## src/rtl/uart_tx_fifo.sv

```systemverilog
// UART transmitter fed by a small FIFO: configurable data width, parity and stop bits.
// Frames are streamed back-to-back while the FIFO holds words.
module uart_tx_fifo #(
  parameter int BAUD_DIV   = 10417,
  parameter int DATA_BITS  = 8,
  parameter int PARITY     = 0,
  parameter int STOP_BITS  = 1,
  parameter int FIFO_DEPTH = 4
) (
  input  logic                                clk,
  input  logic                                arst,
  input  logic                                flush,
  input  logic [DATA_BITS-1:0]                in_data,
  input  logic                                in_valid,
  output logic                                in_ready,
  output logic                                TX,
  output logic                                busy,
  output logic                                done,
  output logic [$clog2(FIFO_DEPTH+1)-1:0]     level
);

  localparam int AW = $clog2(FIFO_DEPTH);
  localparam int LW = $clog2(FIFO_DEPTH+1);
  localparam int CW = $clog2(BAUD_DIV);
  localparam int BW = $clog2(DATA_BITS);
  localparam logic [CW-1:0] BAUD_LOAD = CW'(BAUD_DIV - 1);

  typedef enum logic [2:0] {
    S_IDLE,
    S_START,
    S_DATA,
    S_PARITY,
    S_STOP
  } state_e;

  logic [DATA_BITS-1:0] mem_q [FIFO_DEPTH];
  logic [AW-1:0]        wr_ptr_q, wr_ptr_d;
  logic [AW-1:0]        rd_ptr_q, rd_ptr_d;
  logic [LW-1:0]        level_q, level_d;

  state_e               state_q;
  logic [CW-1:0]        baud_q;
  logic [BW-1:0]        bit_q;
  logic [DATA_BITS-1:0] shift_q;
  logic                 par_q;
  logic                 tx_q;
  logic                 done_q;

  logic                 push;
  logic                 pop;
  logic                 last_stop;
  logic                 stop_end;
  logic [DATA_BITS-1:0] head;

  // in_ready depends only on registered occupancy, so a same-cycle pop never frees a slot early.
  assign in_ready  = (level_q != LW'(FIFO_DEPTH));
  assign push      = in_valid && in_ready;
  assign last_stop = (bit_q == BW'(STOP_BITS - 1));
  assign stop_end  = (state_q == S_STOP) && (baud_q == '0) && last_stop;
  assign pop       = (level_q != '0) && ((state_q == S_IDLE) || stop_end);
  assign head      = mem_q[rd_ptr_q];

  // NOTE: every always_comb output gets a default first so no latch is inferred.
  always_comb begin
    wr_ptr_d = wr_ptr_q;
    rd_ptr_d = rd_ptr_q;
    level_d  = level_q;
    if (push) wr_ptr_d = wr_ptr_q + AW'(1);
    if (pop)  rd_ptr_d = rd_ptr_q + AW'(1);
    if (push && !pop)      level_d = level_q + LW'(1);
    else if (pop && !push) level_d = level_q - LW'(1);
  end

  always_ff @(posedge clk or posedge arst) begin
    if (arst) begin
      wr_ptr_q <= '0;
      rd_ptr_q <= '0;
      level_q  <= '0;
    end else if (flush) begin
      wr_ptr_q <= '0;
      rd_ptr_q <= '0;
      level_q  <= '0;
    end else begin
      wr_ptr_q <= wr_ptr_d;
      rd_ptr_q <= rd_ptr_d;
      level_q  <= level_d;
    end
  end

  // NOTE: storage has no reset; occupancy is tracked by the pointers, so stale contents are never read.
  always_ff @(posedge clk) begin
    if (push) mem_q[wr_ptr_q] <= in_data;
  end

  always_ff @(posedge clk or posedge arst) begin
    if (arst) begin
      state_q <= S_IDLE;
      baud_q  <= BAUD_LOAD;
      bit_q   <= '0;
      shift_q <= '0;
      par_q   <= 1'b0;
      tx_q    <= 1'b1;
      done_q  <= 1'b0;
    end else if (flush) begin
      state_q <= S_IDLE;
      baud_q  <= BAUD_LOAD;
      bit_q   <= '0;
      shift_q <= '0;
      par_q   <= 1'b0;
      tx_q    <= 1'b1;
      done_q  <= 1'b0;
    end else begin
      // done is raised one cycle early so it sits on the final stop-bit cycle.
      done_q <= (state_q == S_STOP) && last_stop && (baud_q == CW'(1));
      unique case (state_q)
        S_IDLE: begin
          tx_q <= 1'b1;
          if (pop) begin
            shift_q <= head;
            par_q   <= (PARITY == 2) ? ~^head : ^head;
            tx_q    <= 1'b0;
            baud_q  <= BAUD_LOAD;
            bit_q   <= '0;
            state_q <= S_START;
          end
        end
        S_START: begin
          if (baud_q == '0) begin
            baud_q  <= BAUD_LOAD;
            tx_q    <= shift_q[0];
            state_q <= S_DATA;
          end else begin
            baud_q <= baud_q - CW'(1);
          end
        end
        S_DATA: begin
          if (baud_q == '0) begin
            baud_q <= BAUD_LOAD;
            if (bit_q == BW'(DATA_BITS - 1)) begin
              bit_q <= '0;
              if (PARITY != 0) begin
                tx_q    <= par_q;
                state_q <= S_PARITY;
              end else begin
                tx_q    <= 1'b1;
                state_q <= S_STOP;
              end
            end else begin
              bit_q   <= bit_q + BW'(1);
              shift_q <= shift_q >> 1;
              tx_q    <= shift_q[1];
            end
          end else begin
            baud_q <= baud_q - CW'(1);
          end
        end
        S_PARITY: begin
          if (baud_q == '0) begin
            baud_q  <= BAUD_LOAD;
            bit_q   <= '0;
            tx_q    <= 1'b1;
            state_q <= S_STOP;
          end else begin
            baud_q <= baud_q - CW'(1);
          end
        end
        S_STOP: begin
          if (baud_q == '0) begin
            baud_q <= BAUD_LOAD;
            if (!last_stop) begin
              bit_q <= bit_q + BW'(1);
            end else if (pop) begin
              shift_q <= head;
              par_q   <= (PARITY == 2) ? ~^head : ^head;
              tx_q    <= 1'b0;
              bit_q   <= '0;
              state_q <= S_START;
            end else begin
              bit_q   <= '0;
              tx_q    <= 1'b1;
              state_q <= S_IDLE;
            end
          end else begin
            baud_q <= baud_q - CW'(1);
          end
        end
        default: begin
          tx_q    <= 1'b1;
          state_q <= S_IDLE;
        end
      endcase
    end
  end

  assign TX    = tx_q;
  assign done  = done_q;
  assign level = level_q;
  assign busy  = (state_q != S_IDLE) || (level_q != '0);

endmodule

```

## config.mk

```make
export PLATFORM = sky130hd
export DESIGN_NAME = uart_tx_fifo
export DESIGN_NICKNAME = d
export VERILOG_FILES = /design/src/rtl/uart_tx_fifo.sv
export SDC_FILE = /design/constraint.sdc
export NUM_CORES = 1
export LEC_CHECK = 0
export CORE_UTILIZATION = 60
export DETAILED_ROUTE_END_ITERATION = 10
export PLACE_DENSITY = 0.88
export SLEW_MARGIN = 15
export SYNTH_ARGS = -nofsm -noshare
export SYNTH_HDL_FRONTEND = slang
export SYNTH_SLANG_ARGS = --single-unit
```

## constraint.sdc

```tcl
create_clock -name clk -period 2.8 [get_ports clk]
set_input_delay 0.28 -clock clk [delete_from_list [all_inputs] [get_ports clk]]
set_output_delay 0.28 -clock clk [all_outputs]
set_load 0.03 [all_outputs]
```

==> out/qor.yml <==
ys_warn_count: 0
cp-startpoint: "state_q[2]$_DFFE_PP0P_"
grt_util_met1_pct: 32.4
yosysTopAreaCell: "edfxtp_1"
insertedDiodeCount: 0
post-route-util_pct: 70.3
cpMaxStageDelayCell: "clkdlybuf4s50_1"
max_slew_margin_pct: 62.4
yosysUniqueCellTypes: 57
root_buffer: "clkbuf_8"
place_area_um2: 3860
status: "finished, final reports clean"
dp.cells: 408
port-buffer-count: 18
area_delta_synth_final_pct: 13.8
synthFlopType: "edfxtp_1"
rsz0062_at_grt: "no"
remaining_drc_errors: 0
clk_path_buf_depth: 2
cts_max_level: 3
intPower_uw: 2630
clk_latency_ns: 0.35
worst_clock_skew_ns: 0.00929
die_y_um: 79.9
p_sw_share_pct: 35.9
place.gp.congestion: 0.919
clkPwrFrac_pct: 26.8
die_w_um: 79.9
power_uw: 4100
r2r_slack_ns: 0.26
drt_pass1_iterations: 5
synth_enable_flop_cells: 32
hold_path_class: "in2async"
crit_type: "reg2out"
postSynthAreaPerCell_um2: 11.2
synthArstFlopShare_pct: 53.6
core-area_um2: 5890
hold_buffers: 0
clock_sinks: 69
routed_wl_mm: 7.48
cts_resized: 0
grt_pass1_vias: 2605
power_density_nw_per_um2: 991
cp_max_fo: 8
dieArea_um2: 6380
setup_viol: 0
required_ns: 2.52
vias_per_cell: 6.28
rows: 28
synthXorXnorAreaFrac_pct: 1.20
fin_setup_tns_ns: 0
num_vias: 2669
crit_end: "busy"
grt_pass1_wl_mm: 12.4
p_switching_uw: 1470
nNetsFinal: 368
met3_usage_pct: 5.83
r2r_end: "level[2]$_DFFE_PP0P_"
track_usage_pct: 26.7
filler_cell_count: 407
finalHoldViolations: 0
netlist_instances: 325
hpwl_mm: 5.01
io-pin-count: 19
overflow: 0
slowest_delay_ns: 0.63
antenna_found_initial: 0
synthSimpleGateAreaFrac_pct: 16.5
busiest_layer: "met2"
peakVddDrop_uv: 724
grt_max_degree: 38
fin_crit_sh_pct: 91.3
cts_tree: "built"
synth_nets: 348
start_kind: "flop"
syn_area_um2: 3640
fmax_ghz: 0.391
synth_top_area_share_pct: 26.4
cp_cell_sequence: "buf_4 -> nor3_1 -> nand2_1 -> clkdlybuf4s50_1"
end_kind: "primary output"
detail-route-antenna-nets: 0
maxSlewViolCount: 0
postCtsSetupBuffers: 0
synth_top_family_by_area: "simple AND/OR/NAND/NOR gates"
worstMarginPinSlew_ns: 0.560
p_leak_uw: 0.00162
wl_per_cell_um: 17.6
crit_arrival_ns: 2.28
drive_above_1_share_pct: 15.1
initial_utilization_pct: 61.8
pwr-share-comb_pct: 36.6
fin_area_um2: 4140
period_minus_slack_ns: 2.56
synth-adder-area-share_pct: 3.99
synth_compound_area_share_pct: 13.5
drv_cap: 0
numCtsBuffers: 9
synth.area.mux_share_pct: 7.84
rr_worst_depth: 9
worst_r2r_startpoint: "baud_q[0]$_DFFE_PP0P_"
yosysSeqAreaShare_pct: 52.0
met2_usage_pct: 45.6
p_seq_share_pct: 36.7
synthTopCellsByArea: "edfxtp_1, dfrtp_1, mux4_2"
path_clk_slew_ns: 0.08
drtIter0Drc: 215
post_layout_nonfiller_instances: 425
synth-seq-cells: 69
[critical path: cells and delay by family, from the launching register on]
family	cells	cell delay, ns
and+or+nand+nor	2	0.62
buffers and inverters	2	0.83
DFF	1	0.46
[kinds of logic (layout without fill, tap and decap cells)]
group | count (synthesis) | after routing
flip-flops | 69 | 69
multiplexers | 18 | 18
adder cells (fa/ha/maj) | 11 | 11
AND/OR/NAND/NOR | 111 | 111
AO/OA/AOI/OAI | 75 | 75
XOR/XNOR | 5 | 5
buffers and inverters | 36 | 61
[metrics by stage]
step / setup slack (ns) / hold slack (ns)
3_3_place_gp: 0.372 / 0.481
3_5_place_dp: 0.230 / 0.496
5_1_grt: 0.0337 / 0.403
4_1_cts: 0.208 / 0.360
6_report: 0.243 / 0.344
2_1_floorplan: 0.331 / 0.379
[power by group through the flow]
stage	Clock [uW]	Sequential, uW	Combinational [uW]
after floorplan	0	1450	1160
after global placement	0	1510	1440
after detailed placement	0	1520	1480
after CTS	1110	1500	1500
after global routing	1150	1540	1660
final	1100	1500	1500
[final cells by class]
class	count	area, um2	area share, %
Clock buffer	9	124	2.99
Tap cell	75	93.8	2.27
Multi-Input combinational cell	220	1570	37.8
Inverter	18	67.6	1.63
Clock inverter	7	146	3.54
Timing Repair Buffer	27	248	5.98
Sequential cell	69	1890	45.8
[flip-flops by register name, summed over array words and instances (netlist names)]
name,count
done,1
state_q,3
TX,1
shift_q,8
bit_q,3
rd_ptr_q,2
wr_ptr_q,2
level,3
baud_q,14
mem_q,32
[routing by layer]
layer / up-vias / share of wire [%]
li1: 1256 / -
met1: 1307 / 42
met2: 94 / 51
met3: 12 / 5.7
met4: 0 / 1.9
met5: - / 0
[layout by cell type (no fill, tap or decap), drive strengths merged, types with 3 or more instances in the layout]
cell type	synthesis	layout
or3	6	6
ha	10	10
bufinv	0	4
or3b	3	3
buf	9	9
mux2i	6	6
clkbuf	8	9
clkdlybuf4s50	0	18
o21ai	25	25
mux2	4	4
nand3	5	5
a21oi	17	17
and3	7	7
a211o	9	9
dfstp	6	6
nor3	15	15
nor2	20	20
nand2	30	30
inv	18	19
nand4	4	4
o41ai	3	3
o31ai	5	5
xnor2	5	5
mux4	8	8
and2	3	3
dfrtp	31	31
a211oi	3	3
edfxtp	32	32
nor4b	4	4
nor4	7	7
[worst min path at each step]
| stage | end | slack (ns) | cells after the start |
|---|---|---|---|
| after global routing | baud_q[3]$_DFFE_PP0P_ | 0.40 | 3 |
| after CTS | shift_q[5]$_DFFE_PP0P_ | 0.36 | 3 |
| after global placement | baud_q[11]$_DFFE_PP1P_ | 0.48 | 2 |
| after floorplan | mem_q[0][0]$_DFFE_PP_ | 0.38 | 0 |
| final | baud_q[0]$_DFFE_PP0P_ | 0.34 | 3 |
| after detailed placement | TX$_DFFE_PP1P_ | 0.50 | 2 |
[Yosys cell counts, types with 6 or more instances]
| library cell | instances |
|---|---|
| clkbuf_1 | 8 |
| nor3_1 | 15 |
| a21oi_1 | 16 |
| mux2i_1 | 6 |
| nand2_1 | 30 |
| mux4_2 | 8 |
| edfxtp_1 | 32 |
| or3_1 | 6 |
| nor2_1 | 20 |
| and3_1 | 7 |
| a211o_1 | 8 |
| dfstp_2 | 6 |
| ha_1 | 10 |
| o21ai_0 | 25 |
| dfrtp_1 | 31 |
| inv_1 | 18 |
No activity file was read; power rests on OpenSTA's default activity.
==> patch 1, RTL diff (same settings) <==
The 5 states of `state_e` get a one-hot encoding in 5 bits.
--- a/src/rtl/uart_tx_fifo.sv
+++ b/src/rtl/uart_tx_fifo.sv
@@ -27,8 +27,8 @@
 
-  typedef enum logic [2:0] {
-    S_IDLE,
-    S_START,
-    S_DATA,
-    S_PARITY,
-    S_STOP
+  typedef enum logic [4:0] {
+    S_IDLE   = 5'b00001,
+    S_START  = 5'b00010,
+    S_DATA   = 5'b00100,
+    S_PARITY = 5'b01000,
+    S_STOP   = 5'b10000
   } state_e;
Function: no difference found for any inputs over 10 cycles, from zero or initial values and one cycle with arst high; not proved beyond that.
==> patch 1 against the unedited design <==
First-iteration DRC count is 16% higher; setup slack got worse by 0.10 ns; cell area increased by 2.1%; power decreased by 7.4%; wire length rose by 2.7%; combinational power barely moved; area after synthesis increased by 2.6%; sequential cell count rose by 1; maximum frequency decreased by 3.9%; largest cell class unchanged.
==> patch 1: results (changes against the unedited design) <==
| Metric | Value |
|---|---|
| Outcome | finished clean |
| Dpl cells | 406 (-0.49%) |
| Met3 usage in global routing | 0.0438 (-0.0145) |
| Worst hold slack | 0.328 ns (-0.0163 ns) |
| Initial DRC Count | 250 (+16%) |
| Met1 Usage GRT | 0.345 (+0.0204) |
| P_int | 2.33 mW (-11%) |
| Placed wire-length estimate | 5240 um (+4.6%) |
| Crit path max fanout | 10 (+2) |
| Post-CTS setup buffer count | 0 (unchanged) |
| Reg-to-reg setup timing slack | 0.14 ns (-0.12 ns) |
| Non-Filler Instances | 422 (-0.71%) |
| Gpl congestion | 0.865 (-5.9%) |
| Clock group | 843 uW (-23%) |
| Top post-synthesis cells by area | edfxtp_1, dfrtp_1, dfstp_2, mux4_2, ha_1 |
| WL/cell | 18.2 um (+3.4%) |
| Largest net degree at the start of global routing | 39 (+2.6%) |
| GR Util All Layers | 0.261 (-0.00621) |
| Leakage | 1.61 nW (-0.63%) |
| Post-Syn Nets | 335 (-3.7%) |
| Avg Synthesized Cell Area | 12.0 sq um (+6.9%) |
| Nets | 365 (-0.82%) |
| Total number of vias | 2,736 (+2.5%) |
| Critical Path AT | 2.90 ns (+0.62 ns) |
| Place WS | 0.131 ns (-0.0987 ns) |
| Post-synth cell types | 68 (+19%) |
| Sequential-to-total area share from yosys stat | 0.514 (-0.00604) |
| Share of cells above drive strength 1 | 0.205 (+0.0532) |
| RR Startpoint | state_q[4]$_DFFE_PP0P_ |
| Max_slew headroom | 0.527 (-0.0964) |
| Filler instances | 411 (+0.98%) |
| Hold Crit Class | input port to async pin |
| Layout Area Growth over Synthesis | 13.2% |
| Slowest cell on the critical path | or4b_4 |
| Post-synth ARST share | 0.543 (+0.00663) |
| Worst path top cell family by delay | simple AND/OR/NAND/NOR gates |
| Post-Route Skew | 0.0114 ns (+0.00211 ns) |
| Placed Area | 0.00401 sq mm (+3.9%) |
| Maximum VDD drop | 0.000540 V (-25%) |
| GR Util met2 | 0.416 (-0.0396) |
| Vias in the first global route | 2,594 (-0.42%) |
-- patch 1: cell types whose count changed after synthesis, moves of 5 or more --
cell	delta
a211o_1	-7
a21oi_1	+6
a221oi_1	+7
a311oi_1	+7
clkbuf_1	-5
mux2i_1	-5
nand2_1	-13
nor2_1	-9
nor2b_1	+9
o21ai_0	-5
-- patch 1: per-layer routing --
metal / up-vias / wire [um]
met2: 105 / 3820
li1: 1262 / -
met3: 18 / 384
met1: 1351 / 3300
met4: 0 / 184
met5: - / 0
-- patch 1: worst max-delay path by stage --
| stage | start | to | slack (ns) | cells past startpoint |
|---|---|---|---|---|
| floorplan | level[0]$_DFFE_PP0P_ | level[2]$_DFFE_PP0P_ | 0.13 | 8 |
| global placement | state_q[4]$_DFFE_PP0P_ | level[2]$_DFFE_PP0P_ | 0.26 | 7 |
| detailed placement | state_q[4]$_DFFE_PP0P_ | level[2]$_DFFE_PP0P_ | 0.13 | 7 |
| CTS | state_q[4]$_DFFE_PP0P_ | level[2]$_DFFE_PP0P_ | 0.11 | 7 |
| global route | state_q[4]$_DFFE_PP0P_ | level[2]$_DFFE_PP0P_ | 0.03 | 7 |
| finish | state_q[4]$_DFFE_PP0P_ | level[2]$_DFFE_PP0P_ | 0.14 | 7 |
-- patch 1: kinds of logic after synthesis --
| kind of cell | share of synthesized area |
|---|---|
| AO/OA/AOI/OAI | 0.159 |
| XOR/XNOR | 0.00704 |
| adder cells (fa/ha/maj) | 0.0389 |
| buffers and inverters | 0.0476 |
| flip-flops | 0.514 |
| multiplexers | 0.0570 |
| AND/OR/NAND/NOR | 0.177 |
-- patch 1: cell type report --
type                       count  share of cell area
tap                           75              0.0222
multi-input combinational    209               0.389
clock buffer                   9              0.0293
inverter                      19              0.0169
sequential                    70               0.455
clock inverter                 7              0.0190
timing repair buffer          33              0.0693
==> patch 2, RTL diff (same flow settings) <==
Made on the original files. `PARITY`: 0 -> 1.
--- a/src/rtl/uart_tx_fifo.sv
+++ b/src/rtl/uart_tx_fifo.sv
@@ -5,3 +5,3 @@
   parameter int DATA_BITS  = 8,
-  parameter int PARITY     = 0,
+  parameter int PARITY     = 1,
   parameter int STOP_BITS  = 1,
Behaviour: no difference found for any inputs over 10 cycles, from zero or initial values and one cycle with arst high; that may be too few to reach the edited logic, so the function may still have changed.
==> patch 2 against the unedited design <==
The flow now finishes with violations (negative setup slack); sequential share of layout area decreased by 2.2 points; clock power is 23% lower; sequential cell count up 1; first-iteration DRC count increased by 51%; power increased by 0.25%; area after synthesis rose by 0.24%; sequential power decreased by 3%; setup slack got worse by 0.55 ns; cell area rose by 6.4%; register-to-register slack lost 0.57 ns; utilization grew 4.5 points; cell count rose by 7.3%; wire length is 9.2% higher.
==> patch 2: results (changes against the unedited design) <==
| Metric | Value |
|---|---|
| Outcome | complete, but fails checks |
| Failing checks | negative setup slack |
| Placed wire-length estimate | 5350 um (+6.8%) |
| Vias in the first global route | 2,798 (+7.4%) |
| Drt first pass iters | 4 (-1) |
| Crit path max fanout | 4 (-4) |
| Placed Area | 0.00412 sq mm (+6.5%) |
| Hold Crit Class | input port to async pin |
| Sequential-to-total area share from yosys stat | 0.526 (+0.00561) |
| Worst path top cell family by delay | simple AND/OR/NAND/NOR gates |
| WL/cell | 17.9 um (+1.8%) |
| Maximum VDD drop | 0.000709 V (-2.0%) |
| Share of cells above drive strength 1 | 0.265 (+0.114) |
| Gpl congestion | 0.844 (-8.2%) |
| Place WS | -0.283 ns (-0.513 ns) |
| Post-Route Skew | 0.00561 ns (-0.00368 ns) |
| Least-Margin Pin Slew | 0.610 ns (+0.0504 ns) |
| Clock tree buffer depth | 2 (unchanged) |
| Post-Syn Nets | 348 (unchanged) |
| Setup violators final | 1 (+1) |
| Max incr delay on CP | 0.59 ns (-0.04 ns) |
| Nets | 399 (+8.4%) |
| Commonest cells in the netlist | dfrtp_1, edfxtp_1, nand2_1 |
| CTS root buf | clkbuf_8 |
| Top post-synthesis cells by area | edfxtp_1, dfrtp_1, mux4_2, dfstp_2, ha_1 |
| Post-synth ARST share | 0.543 (+0.00663) |
| Initial DRC Count | 324 (+51%) |
| Setup tns final | -0.311 ns (-0.311 ns) |
| Initial antenna violation count | 0 (unchanged) |
| Slowest cell on the critical path | or4_4 |
| Main synth FF type | edfxtp_1 |
| H-Tree Depth | 3 (unchanged) |
| Die area | 0.00640 sq mm (+0.24%) |
| Leakage | 1.74 nW (+6.8%) |
| Clock transition at path regs | 0.08 ns (about the same) |
| Via density per instance | 5.97 (-4.9%) |
| Global-route wire length before repair | 13,400 um (+7.4%) |
| Post-synth cell types | 53 (-7.0%) |
| Largest net degree at the start of global routing | 39 (+2.6%) |
| Critical Path AT | 3.34 ns (+1.06 ns) |
| Setup ws final | -0.311 ns (-0.555 ns) |
| GR Util All Layers | 0.286 (+0.0187) |
| Worst skew pair latency | approximately 0.36 ns |
[patch 2: cell count changes after synthesis, moves of 5 or more]
cell     before  now
a211o_1       8    2
mux2_2        4   11
o21ai_0      25   20
xnor2_1       5   12
[patch 2: cells by family (layout without fill, tap and decap cells)]
logic type | Yosys count | in the layout | share of synthesized area
buf+inv | 31 | 87 | 0.0329
mux | 24 | 24 | 0.0971
fa+ha+maj | 11 | 11 | 0.0398
compound gates | 62 | 62 | 0.110
xor+xnor | 12 | 12 | 0.0288
simple gates | 115 | 115 | 0.165
flops | 70 | 70 | 0.526
[patch 2: where the power goes]
group | internal [mW] | switching [mW] | leakage, nW | total (mW)
sequential | 1.30 | 0.154 | 0.786 | 1.45
combinational | 0.836 | 0.973 | 0.853 | 1.81
clock | 0.422 | 0.431 | 0.0968 | 0.852
total | 2.55 | 1.56 | 1.74 | 4.11
[patch 2: layout make-up]
type                            instances  area [sq um]
Multi-Input combinational cell        224          1670
Timing Repair Buffer                   55           458
Clock buffer                            9           124
Tap cell                               75          93.8
Sequential cell                        70          1920
Inverter                               16          60.1
Fill cell                             383          1480
Clock inverter                          7          80.1
[patch 2: worst paths after layout]
path | startpoint | end | slack (ns) | depth (start not counted)
hold / removal | arst | baud_q[0]$_DFFE_PP0P_ | 0.35 | 3
setup reg to reg | baud_q[11]$_DFFE_PP1P_ | level[2]$_DFFE_PP0P_ | -0.31 | 8
min in group clk | baud_q[11]$_DFFE_PP1P_ | baud_q[11]$_DFFE_PP1P_ | 0.52 | 2
setup / recovery | baud_q[11]$_DFFE_PP1P_ | level[2]$_DFFE_PP0P_ | -0.31 | 8
max in group asynchronous | arst | TX$_DFFE_PP1P_ | 2.09 | 3
hold reg to reg | baud_q[11]$_DFFE_PP1P_ | baud_q[11]$_DFFE_PP1P_ | 0.52 | 2
[patch 2: timing repair]
item / 4_1_cts / 5_1_grt
hold buffers: 0 / 0
endpoints found under the setup margin: 2 / 8
hold endpoints to repair: 0 / 0
resized for setup: 2 / 12
pin swaps: 3 / 8
buffers inserted: 2 / 3
[patch 2: layer usage]
metal / up-vias / track usage / part of all wire
li1: 1284 / - / -
met1: 1338 / 0.355 / 0.42
met2: 79 / 0.476 / 0.51
met3: 22 / 0.0526 / 0.042
met4: 0 / 0.146 / 0.025
met5: - / 0 / 0
[patch 2: tightest hold or removal path, delay by kind of cell]
kind,cells,cell delay (ns)
buf+inv,3,0.87
[patch 2: per-stage QoR]
step / util / std cells / hold WS (ns)
finish: 0.749 / 456 / 0.349
global route: 0.749 / 456 / 0.400
CTS: 0.736 / 453 / 0.364
detailed placement: 0.699 / 435 / 0.503
global placement: 0.699 / 435 / 0.486
floorplan: - / 325 / 0.379
